`src/rtl/aes_dec_loader.sv`:
```
// rtl/aes_dec_loader.sv - word-stream loader and result capture for the AES decryption core
//
// Packs a 32-bit key/ciphertext stream into the core's wide inputs, derives
// Nk/Nr, fires a one-cycle core reset to launch a run and captures the result.
//
// Ports:
//   clk, rst                   clock, synchronous active-high reset
//   key_size, new_key          job setup, sampled in IDLE when in_valid is high
//   in_word, in_valid, in_ready input word stream (key words, then 4 ct words)
//   core_key, core_nk, core_nr, core_block, core_rst   core launch interface
//   core_done, core_result     core completion (level) and result block
//   out_data, out_valid, out_ready   captured plaintext with handshake
//   err                        sticky error (illegal key size, no key, timeout)
module aes_dec_loader #(
    parameter int TIMEOUT = 64
) (
    input  logic         clk,
    input  logic         rst,
    input  logic [1:0]   key_size,
    input  logic         new_key,
    input  logic [31:0]  in_word,
    input  logic         in_valid,
    output logic         in_ready,
    output logic [255:0] core_key,
    output logic [3:0]   core_nk,
    output logic [3:0]   core_nr,
    output logic [127:0] core_block,
    output logic         core_rst,
    input  logic         core_done,
    input  logic [127:0] core_result,
    output logic [127:0] out_data,
    output logic         out_valid,
    input  logic         out_ready,
    output logic         err
);

    localparam int TW = $clog2(TIMEOUT + 1);

    typedef enum logic [2:0] {
        S_IDLE,
        S_LOAD_KEY,
        S_LOAD_DATA,
        S_LAUNCH,
        S_RUN,
        S_OUT
    } state_t;

    state_t        state;
    state_t        state_nxt;
    logic [2:0]    wcnt;
    logic [TW-1:0] tcnt;
    logic          key_ok;

    logic          accept;
    logic          bad_size;
    logic          no_key;
    logic          key_last;
    logic          data_last;
    logic          timeout_hit;
    logic [3:0]    nk_sel;

    // Nk = 4 + 2*key_size for the three legal sizes.
    assign nk_sel = 4'd4 + {1'b0, key_size, 1'b0};

    always_ff @(posedge clk) begin
        if (rst) begin
            state <= S_IDLE;
        end else begin
            state <= state_nxt;
        end
    end

    always_comb begin
        state_nxt   = state;
        in_ready    = 1'b0;
        core_rst    = 1'b0;
        bad_size    = (key_size == 2'd3);
        no_key      = !new_key && !key_ok;
        key_last    = (wcnt == 3'(core_nk - 4'd1));
        data_last   = (wcnt[1:0] == 2'd3);
        timeout_hit = (tcnt == TW'(TIMEOUT - 1));

        case (state)
            S_LOAD_KEY, S_LOAD_DATA: in_ready = 1'b1;
            S_LAUNCH:                core_rst = 1'b1;
            default:                 ;
        endcase
        accept = in_valid && in_ready;

        case (state)
            S_IDLE: begin
                // The triggering word is not consumed; it is taken in LOAD_*.
                if (in_valid && !bad_size && !no_key) begin
                    state_nxt = new_key ? S_LOAD_KEY : S_LOAD_DATA;
                end
            end
            S_LOAD_KEY: begin
                if (accept && key_last) begin
                    state_nxt = S_LOAD_DATA;
                end
            end
            S_LOAD_DATA: begin
                if (accept && data_last) begin
                    state_nxt = S_LAUNCH;
                end
            end
            S_LAUNCH: state_nxt = S_RUN;
            S_RUN: begin
                if (core_done) begin
                    state_nxt = S_OUT;
                end else if (timeout_hit) begin
                    state_nxt = S_IDLE;
                end
            end
            S_OUT: begin
                if (out_ready) begin
                    state_nxt = S_IDLE;
                end
            end
            default: state_nxt = S_IDLE;
        endcase
    end

    always_ff @(posedge clk) begin
        if (rst) begin
            core_key   <= '0;
            core_block <= '0;
            core_nk    <= '0;
            core_nr    <= '0;
            out_data   <= '0;
            out_valid  <= 1'b0;
            err        <= 1'b0;
            key_ok     <= 1'b0;
            wcnt       <= '0;
            tcnt       <= '0;
        end else begin
            case (state)
                S_IDLE: begin
                    if (in_valid) begin
                        if (bad_size || no_key) begin
                            err <= 1'b1;
                        end else begin
                            wcnt <= '0;
                            if (new_key) begin
                                core_nk  <= nk_sel;
                                core_nr  <= nk_sel + 4'd6;
                                core_key <= '0;
                            end
                        end
                    end
                end
                S_LOAD_KEY: begin
                    if (accept) begin
                        // Word i lands at bit 255-32*i; 7-i equals ~i in 3 bits.
                        core_key[{~wcnt, 5'b00000} +: 32] <= in_word;
                        if (key_last) begin
                            key_ok <= 1'b1;
                            wcnt   <= '0;
                        end else begin
                            wcnt <= wcnt + 3'd1;
                        end
                    end
                end
                S_LOAD_DATA: begin
                    if (accept) begin
                        core_block[{~wcnt[1:0], 5'b00000} +: 32] <= in_word;
                        wcnt <= data_last ? 3'd0 : wcnt + 3'd1;
                    end
                end
                S_LAUNCH: begin
                    tcnt <= '0;
                end
                S_RUN: begin
                    if (core_done) begin
                        out_data  <= core_result;
                        out_valid <= 1'b1;
                    end else if (timeout_hit) begin
                        err <= 1'b1;
                    end else begin
                        tcnt <= tcnt + TW'(1);
                    end
                end
                S_OUT: begin
                    if (out_ready) begin
                        out_valid <= 1'b0;
                    end
                end
                default: ;
            endcase
        end
    end

endmodule

```
`config.mk`:
```
export PLATFORM = sky130hd
export DESIGN_NAME = aes_dec_loader
export DESIGN_NICKNAME = d
export VERILOG_FILES = /design/src/rtl/aes_dec_loader.sv
export SDC_FILE = /design/constraint.sdc
export NUM_CORES = 1
export LEC_CHECK = 0
export ABC_AREA = 1
export ABC_CLOCK_PERIOD_IN_PS = 2700
export BUFFER_PORTS_ARGS = -buffer_cell sky130_fd_sc_hd__buf_2
export CELL_PAD_IN_SITES_DETAIL_PLACEMENT = 0
export CELL_PAD_IN_SITES_GLOBAL_PLACEMENT = 1
export CORE_AREA = 4 4 269 271
export CTS_CLUSTER_SIZE = 40
export DETAILED_ROUTE_END_ITERATION = 8
export DIE_AREA = 0 0 273 275
export PLACE_DENSITY_LB_ADDON = 0.1
export REMOVE_ABC_BUFFERS = 1
export SYNTH_ARGS = -nofsm -noshare
export SYNTH_HDL_FRONTEND = slang
export SYNTH_SLANG_ARGS = --single-unit
```
`constraint.sdc`:
```
create_clock -name clk -period 2.7 [get_ports clk]
set_input_delay 0.54 -clock clk [delete_from_list [all_inputs] [get_ports clk]]
set_output_delay 0.54 -clock clk [all_outputs]
set_load 0.03 [all_outputs]
```
# --- Word-level counts from Yosys, hierarchy flattened ---
# Index checks and enable logic that the tools add are counted.
word_totals:
  reg_bits: 536
  inputBits: 168
  out_inout_bits: 524
  elab_cells: 112
classes:
  add_sub_neg: 7
  eq_ne: 24
  n_shift: 4
  muxes: 35
  bitwise_logic: 3
  n_reduce_logical: 28
ops:
  columns: ["cell", "count"]
  rows:
  - ["$mux W256", 4]
  - ["$pmux W256 S2", 1]
  - ["$bwmux W256", 1]
  - ["$shift A32 B10 Y256 const A", 1]
  - ["$shiftx A32 B10 Y256", 1]
  - ["$bwmux W128", 1]
  - ["$shift A32 B9 Y128 const A", 1]
  - ["$shiftx A32 B9 Y128", 1]
  - ["$mux W3", 12]
  - ["$ne A2 B2 Y1 const B", 14]
  - ["$reduce_and A5 Y1", 4]
  - ["$pmux W3 S6", 1]
  - ["$mux W7", 2]
  - ["$pmux W7 S2", 1]
  - ["$neg A8 Y10", 1]
  - ["$neg A7 Y9", 1]
  - ["$pmux W3 S3", 1]
  - ["$reduce_and A3 Y1", 3]
  - ["$mux W1", 8]
  - ["$reduce_bool A2 Y1", 4]
  - ["$add A7 B1 Y7 const B", 1]
  - ["$eq A7 B6 Y1 const B", 1]
  - ["$eq A3 B2 Y1 const B", 2]
  - ["$eq A3 B3 Y1 const B", 2]
  - ["other kinds (21)", 32]

# --- Longest topological paths before layout ---
# Gate-level depths: netlist (run 1).
depth:
  word_depth: 7
  depth_mapped: 11
  ltp_nobuf: 11

# --- Worst setup path after synthesis (run 1) ---
# OpenSTA, ideal clock, no wires.
synth_path:
  path_kind: "reg2reg"
  from: "reg wcnt[0]"
  to: "reg core_key[10]"
  setup_ns: 0.070
  arrival_time_ns: 2.139
  t_required_ns: 2.630
  path_slack_ns: 0.490
  stages_incl_launch_ff: 11
  n_path_buf: 3
  synth_period_minus_slack_ns: 2.210
  cell_sequence: "dfxtp_1 -> inv_2 -> clkbuf_1 -> ha_1 -> buf_2 -> nor2_1 -> nand4_1 -> inv_2 -> clkbuf_1 -> nand2_1 -> a21oi_1"
synth_via:
  elab_chain_len: 6
  word_cells_on_any_way: 7
  cone_classes: "add/sub: 1; shift: 2; mux: 3; bitwise: 1"
synth_lines:
  columns: ["element", "line", "rtl"]
  rows:
  - ["start: declaration", "50", "logic [2:0] wcnt;"]
  - ["start signal: assignment", "160", "wcnt <= wcnt + 3'd1;"]
  - ["start signal: assignment", "167", "wcnt <= data_last ? 3'd0 : wcnt + 3'd1;"]
  - ["$not A3 Y3 (*)", "155", "core_key[{~wcnt, 5'b00000} +: 32] <= in_word;"]
  - ["$neg A8 Y10 (*)", "155", null]
  - ["$shiftx A32 B10 Y256 or $shift A32 B10 Y256 (tied branches)", "155", null]
  - ["$bwmux W256 (*)", "155", null]
  - ["$mux W256 (*)", "153", "if (accept) begin"]
  - ["$pmux W256 S2 (*)", "137", "case (state)"]
  - ["end signal: indexed assignment", "155", null]
  - ["end: declaration", "24", "output logic [255:0] core_key,"]
# Every way passes the cells marked *; elsewhere a longest branch is shown, timed or not. The select of a mux whose other input is x is not followed.
# A chain may end at the register's enable or synchronous reset.

# --- Worst setup path after layout (run 1) ---
layout_path:
  from: "reg wcnt[0]"
  to: "reg wcnt[2]"
layout_via:
  elab_chain_len: 4
  word_cells_on_any_way: 8
  cone_classes: "add/sub: 1; eq/ne: 2; mux: 5"
layout_lines:
  columns: ["element", "line"]
  rows:
  - ["$add A3 B1 Y3, or another cell as far along", "160, 167"]
  - ["$mux W3, on equally long branches", "167, 156"]
  - ["$mux W3, on equally long branches", "165, 153"]
  - ["$pmux W3 S3 (*)", "137"]
# Marked as above.

==> results of run 1 <==
-- worst min path at each step --
stage | end | slack [ps]
6_report | out_data[10] | 150
4_1_cts | out_data[88] | 100
5_1_grt | out_data[40] | 120
3_3_place_gp | core_block[26] | 440
2_1_floorplan | key_ok | 430
3_5_place_dp | core_block[19] | 440
-- kinds of logic after synthesis --
logic type      share of synthesized area [%]
simple gates                             26.7
fa+ha+maj                               0.613
flops                                    52.4
buf+inv                                  6.28
compound gates                           14.0
other cells                            0.0184
xor+xnor                               0.0429
-- worst min-delay path, cell delays in order --
cell	delay, ps
buf_2	80
nor2_1	30
nor2_1	80
-- sequential cells by signal (all words and copies together), names as in the netlist --
name        flops
tcnt            7
err             1
wcnt            3
out_valid       1
core_key      256
key_ok          1
state           3
core_nr         3
core_block    128
core_nk         3
out_data      128
-- per-stage QoR --
step	hold WS [ps]	cell area (um^2)	TNS [ps]	worst slack (ps)
2_1_floorplan	429	19500	-1008990	-4760
3_3_place_gp	439	24800	0	324
3_5_place_dp	441	24800	0	316
4_1_cts	103	26600	0	292
5_1_grt	116	26600	0	152
6_report	153	26600	0	317
-- area by class of cell --
type	instances	area share, %
clock inverter	10	0.249
inverter	89	1.26
timing repair buffer	750	15.5
antenna	9	0.0845
tap	940	4.41
multi-input combinational	1855	31.8
clock buffer	89	6.57
sequential	534	40.1
-- synthesized netlist by cell type, types with 2 or more instances --
| library cell | instances | area share [%] |
|---|---|---|
| clkbuf_1 | 149 | 2.7 |
| nand3_2 | 2 | 0.098 |
| a211oi_1 | 17 | 0.63 |
| nor2_1 | 365 | 6.7 |
| nor2_4 | 2 | 0.11 |
| nand4_1 | 111 | 3.4 |
| dfxtp_1 | 534 | 52 |
| nor3_1 | 11 | 0.27 |
| o21ai_0 | 135 | 3.3 |
| nand2_2 | 2 | 0.061 |
| buf_1 | 8 | 0.15 |
| a21oi_1 | 402 | 9.9 |
| nand3_1 | 199 | 4.9 |
| buf_4 | 15 | 0.55 |
| nand2_1 | 576 | 11 |
| inv_2 | 7 | 0.13 |
| nor2_2 | 3 | 0.092 |
| buf_2 | 47 | 1.2 |
| inv_1 | 81 | 1.5 |
| ha_1 | 10 | 0.61 |
| or3_1 | 8 | 0.25 |
| nand3b_1 | 3 | 0.11 |
-- per-layer routing --
layer	vias to the layer above	share of wire (%)
li1	10100	-
met1	10000	41
met2	763	48
met3	142	7.8
met4	6	3.1
met5	-	0.046
-- power by group --
part	total (mW)	switching, mW	leakage [nW]	internal, mW
Combinational	6.31	4.94	6.55	1.38
Clock	7.77	3.35	0.890	4.43
Sequential	8.68	0.290	4.31	8.39
Total	22.8	8.58	11.8	14.2
==> qor.txt, run 1 <==
GRT met3 Usage - 6.49%
Routed WL per cell - 22.1 um
Global-route wire length before repair - 137,000 um
Crit-path max FO - 21
RR Startpoint - wcnt[0]
Levels on crit path - 8
Seq/Total Area, Yosys - 52.4%
Hold path cells - 3
Final worst path period need - 2380 ps
Die width - 273 um
Worst IR Drop VDD - 469 uV
Highest clock rate - 420 MHz
R2R depth - 8
RSZ-0062 raised after global routing - no
Avg Cell Area, Syn - 7.57 um^2
Vias - 21,000
Leakage - 11.8 nW
Worst reg2reg setup slack - 320 ps
Worst path slowest cell - clkinv_1
Fraction of layout cells with a size suffix above 1 - 25.8%
Most frequent cells in the layout - 688 x buf_2, 575 x nand2_1, 534 x dfxtp_1, 402 x a21oi_1, 362 x nor2_1
Std-Cell Rows - 97
I/O Pins - 692
Final nets - 3,468
CTS tree - done
Clk_skew - 18.2 ps
Vias in the first global route - 20,500
Most used cell, CP - nand2_1
Final GP Congestion - 0.837
Buf/Inv on CP - 2
Layout area overhead - 30.6%
DRT Pass-1 Iters - 6
Via/cell ratio - 4.92
Crit path kind - reg2reg
DRC - 0
Met1 Usage GRT - 30.0%
Synth warn - 0
Total Power - 22.8 mW
Placed cell count - 4,168
Synth unique cells - 32
Max incr delay on CP - 570 ps
Crit path required time - 3190 ps
Final Non-Filler Cells - 4,276
Gate Count Post-Synth - 2,697
Clk buf depth - 3
# clock sinks - 534
Clk slew on worst S/H paths - 70 ps
DIE AREA - 75,100 um^2
Largest net degree at the start of global routing - 140
Input/output buffers - 689
Post-Syn Area - 20,400 um^2
Total GRT Usage - 23.9%
Initial antenna violation count - 14
Min-delay worst type - in2reg
Final Hold Fails - 0
Final core utilization - 38.2%
PostCTS Resize Cnt - 0
Total gr overflow - 0
DR iter-0 viols - 1,666
GR peak layer - met2
Slew Viols, Final - 0
Worst R2R End - wcnt[2]
Worst setup SP type - register
Seq. cell area - 10,700 um^2
Layout fillers - 7,421
Crit share post-route - 88.3%
Final HPWL DP - 67,200 um
Crit path DAT - 2870 ps
Seq cells post-synth - 534
Worst slew pin tran - 705 ps
Multi-input gate area - 8480 um^2
CP cell instances - ha_2, buf_4, clkinv_1, ha_1, nand2_1, nand2_1, nand2_1, a21oi_1
GRT met2 Usage - 40.0%
Initial Utilization - 29.2%
Setup-failing EPs final - 0
Post-synth EDFFs - 0
Worst setup EP type - register
Primary FF master, synth - dfxtp_1
Total CTS buffers - 60
Crit path max-delay family - buffers and inverters
Maxcap violations - 0
Setup Buffers After CTS - 0
H-tree levels - 2
Setup crit start - wcnt[0]
Result of the run - finished clean
Hold buffers post-CTS - 0
Async S/R FF share, synth - 0%
Root Buffer - clkbuf_16
Slew Limit Headroom - 52.8%
Core ar. - 69,800 um^2
Post-Route WL - 94,500 um
Most common cell after layout, fill and taps aside - buf_2
Final ANT Viol Nets - 0
Crit path capture - wcnt[2]
Die Y - 275 um
PD cells - 854 nW/um^2
Min-delay src - core_result[10]
Worst-skew pair later-pin latency - 620 ps
Power figures use the tool's default switching activity.
==> run 2, diff against run 1 <==
--- a/config.mk
+++ b/config.mk
@@ -5,15 +5,15 @@
 export SDC_FILE = /design/constraint.sdc
 export NUM_CORES = 1
 export LEC_CHECK = 0
-export ABC_AREA = 1
+export ABC_AREA = 0
 export ABC_CLOCK_PERIOD_IN_PS = 2700
 export BUFFER_PORTS_ARGS = -buffer_cell sky130_fd_sc_hd__buf_2
 export CELL_PAD_IN_SITES_DETAIL_PLACEMENT = 0
 export CELL_PAD_IN_SITES_GLOBAL_PLACEMENT = 1
-export CORE_AREA = 4 4 269 271
+export CORE_AREA = 4 4 265 267
 export CTS_CLUSTER_SIZE = 40
 export DETAILED_ROUTE_END_ITERATION = 8
-export DIE_AREA = 0 0 273 275
+export DIE_AREA = 0 0 269 271
 export PLACE_DENSITY_LB_ADDON = 0.1
 export REMOVE_ABC_BUFFERS = 1
 export SYNTH_ARGS = -nofsm -noshare
==> run 2 against run 1 <==
Synthesized area fell by 6.3%. Via count fell by 11%. Routed wire length decreased by 6.8%. Sequential power decreased by 7.5%. Global-route usage fell by 1.0 points. Setup slack got worse by 130 ps. Register-to-register slack got worse by 130 ps. Critical path type unchanged. Largest cell class unchanged.
==> qor.txt, run 2 <==
Result of the run - finished clean
Leakage - 11.0 nW
Layout area overhead - 34.8%
Seq cells post-synth - 534
Seq/Total Area, Yosys - 55.9%
Post-place setup slack - -64.4 ps
Number of flip-flops in the largest register - 256
Crit-path max FO - 32
Setup Buffers After CTS - 0
Post-synth EDFFs - 0
Initial antenna violation count - 3
Post-Syn Area - 19,100 um^2
DIE AREA - 72,900 um^2
Total gr overflow - 0
Worst setup SP type - register
Most flops, register - core_key
Total CTS buffers - 59
PostCTS Resize Cnt - 0
Most instantiated cells after synthesis - 534 x dfxtp_1, 397 x nand2_1, 271 x a21oi_1
Synth top area cells - dfxtp_1 56%, nand2_1 7.8%, a21oi_1 7.1%
Total Power - 17.9 mW
Layout fillers - 7,050
Final worst path period need - 2510 ps
Die Y - 271 um
Via/cell ratio - 5.03
Async S/R FF share, synth - 0%
I/O Pins - 692
Vias - 18,600
Most common cell in the netlist - dfxtp_1
Slew Limit Headroom - 25.6%
Most frequent cells in the layout - 688 x buf_2, 533 x dfxtp_1, 397 x nand2_1, 269 x a21oi_1, 220 x nor2_1
H-tree levels - 2
Global-route wire length before repair - 127,000 um
Final GP Congestion - 0.798
Final Instance Area - 25,800 um^2
Crit path DAT - 3060 ps
# clock sinks - 534
Fraction of layout cells with a size suffix above 1 - 31.1%
Setup ws final - 192 ps
Clk slew on worst S/H paths - 60 ps
CTS tree - done
Core ar. - 68,100 um^2
N_diodes - 0
Worst-skew pair later-pin latency - 620 ps
Multi-input gate area - 7760 um^2
Synth area leader - dfxtp_1
Std-Cell Rows - 96
Final Non-Filler Cells - 3,711
DRT Pass-1 Iters - 5
DR iter-0 viols - 1,328
Slew Viols, Final - 0
Maxcap violations - 0
Final core utilization - 37.9%
Post-Route WL - 88,100 um
Min-delay worst type - in2reg
Initial Utilization - 28.1%
Final HPWL DP - 61,600 um
Highest clock rate - 399 MHz
Top cell type's share of synthesized area - 55.9%
Primary FF master, synth - dfxtp_1
PD cells - 694 nW/um^2
Cell Area, Placed - 23,800 um^2
Clk buf depth - 3
Synth warn - 0
Final nets - 2,960
Worst IR Drop VDD - 453 uV
Worst slew pin tran - 1120 ps
Vias in the first global route - 17,800
Hold buffers post-CTS - 0
Routed WL per cell - 23.7 um
Root Buffer - clkbuf_16
Crit share post-route - 92.9%
Most common cell after layout, fill and taps aside - buf_2
Gate Count Post-Synth - 2,166
Biggest regs - core_key (256), core_block (128), out_data (128)
Input/output buffers - 689
Clk_skew - 23.4 ps
RSZ-0062 raised after global routing - no
Total GRT Usage - 22.9%
Seq. cell area - 10,700 um^2
Final Hold Fails - 0
Crit path kind - reg2reg
Final ANT Viol Nets - 0
Setup-failing EPs final - 0
DRC - 0
Die width - 269 um
Worst setup EP type - register
Largest net degree at the start of global routing - 188
Synth unique cells - 50
Placed cell count - 3,603
Crit path required time - 3250 ps
Avg Cell Area, Syn - 8.83 um^2
run 2: cell count changes in the layout (fill, tap and decap cells not counted), moves of 70 or more:
cell     before  now
a21oi_1     402  269
a32oi_1       0  127
inv_1        79    9
nand2_1     575  397
nand3_1     199  129
nand4_1     111    3
nor2_1      362  220
o21ai_0     135    6
run 2: worst paths after layout:
path	startpoint	slack [ps]	to	cells after the start
setup / recovery	wcnt[0]	190	core_key[191]	6
hold / removal	core_result[96]	150	out_data[96]	3
setup reg to reg	wcnt[0]	190	core_key[191]	6
hold reg to reg	core_block[51]	450	core_block[51]	2
run 2: cell families after synthesis:
kind of cell / Yosys count / share of synthesized area [%]
xor+xnor: 5 / 0.229
other cells: 1 / 0.0196
simple gates: 845 / 18.8
flops: 534 / 55.9
buf+inv: 209 / 4.62
compound gates: 556 / 19.5
mux: 6 / 0.314
fa+ha+maj: 10 / 0.654
run 2: cell type report:
cell class | instances | area share [%]
tap | 882 | 4.28
clock buffer | 86 | 6.66
clock inverter | 22 | 0.946
inverter | 9 | 0.131
sequential | 534 | 41.4
timing repair buffer | 754 | 16.5
multi-input combinational | 1424 | 30.1
run 2: worst max-delay path, cell delays in order, from the launching register on:
cell      delay [ps]
dfxtp_2          370
ha_1             230
ha_1             430
nand2b_1         160
o21ai_0          140
a21oi_4          830
a22o_1           250
run 2: metal layers:
metal	wire length, um	part of all wire [%]	up-vias	global-route usage, %
met2	41600	47	666	37.4
met3	7540	8.6	121	6.55
met1	36500	41	9057	29.6
li1	-	-	8803	-
met4	2410	2.7	2	6.33
met5	13	0.015	-	0
run 2: per-stage QoR:
| stage | setup TNS, ps | hold WS [ps] |
|---|---|---|
| final | 0 | 151 |
| after global routing | 0 | 127 |
| after CTS | 0 | 112 |
| after detailed placement | -1550 | 440 |
| after global placement | -1300 | 437 |
| after floorplan | -1413350 | 437 |
run 2: power by group:
group          switching (mW)  internal, mW
Clock                    3.37          4.78
Sequential             0.0636          7.97
Combinational            1.27         0.464
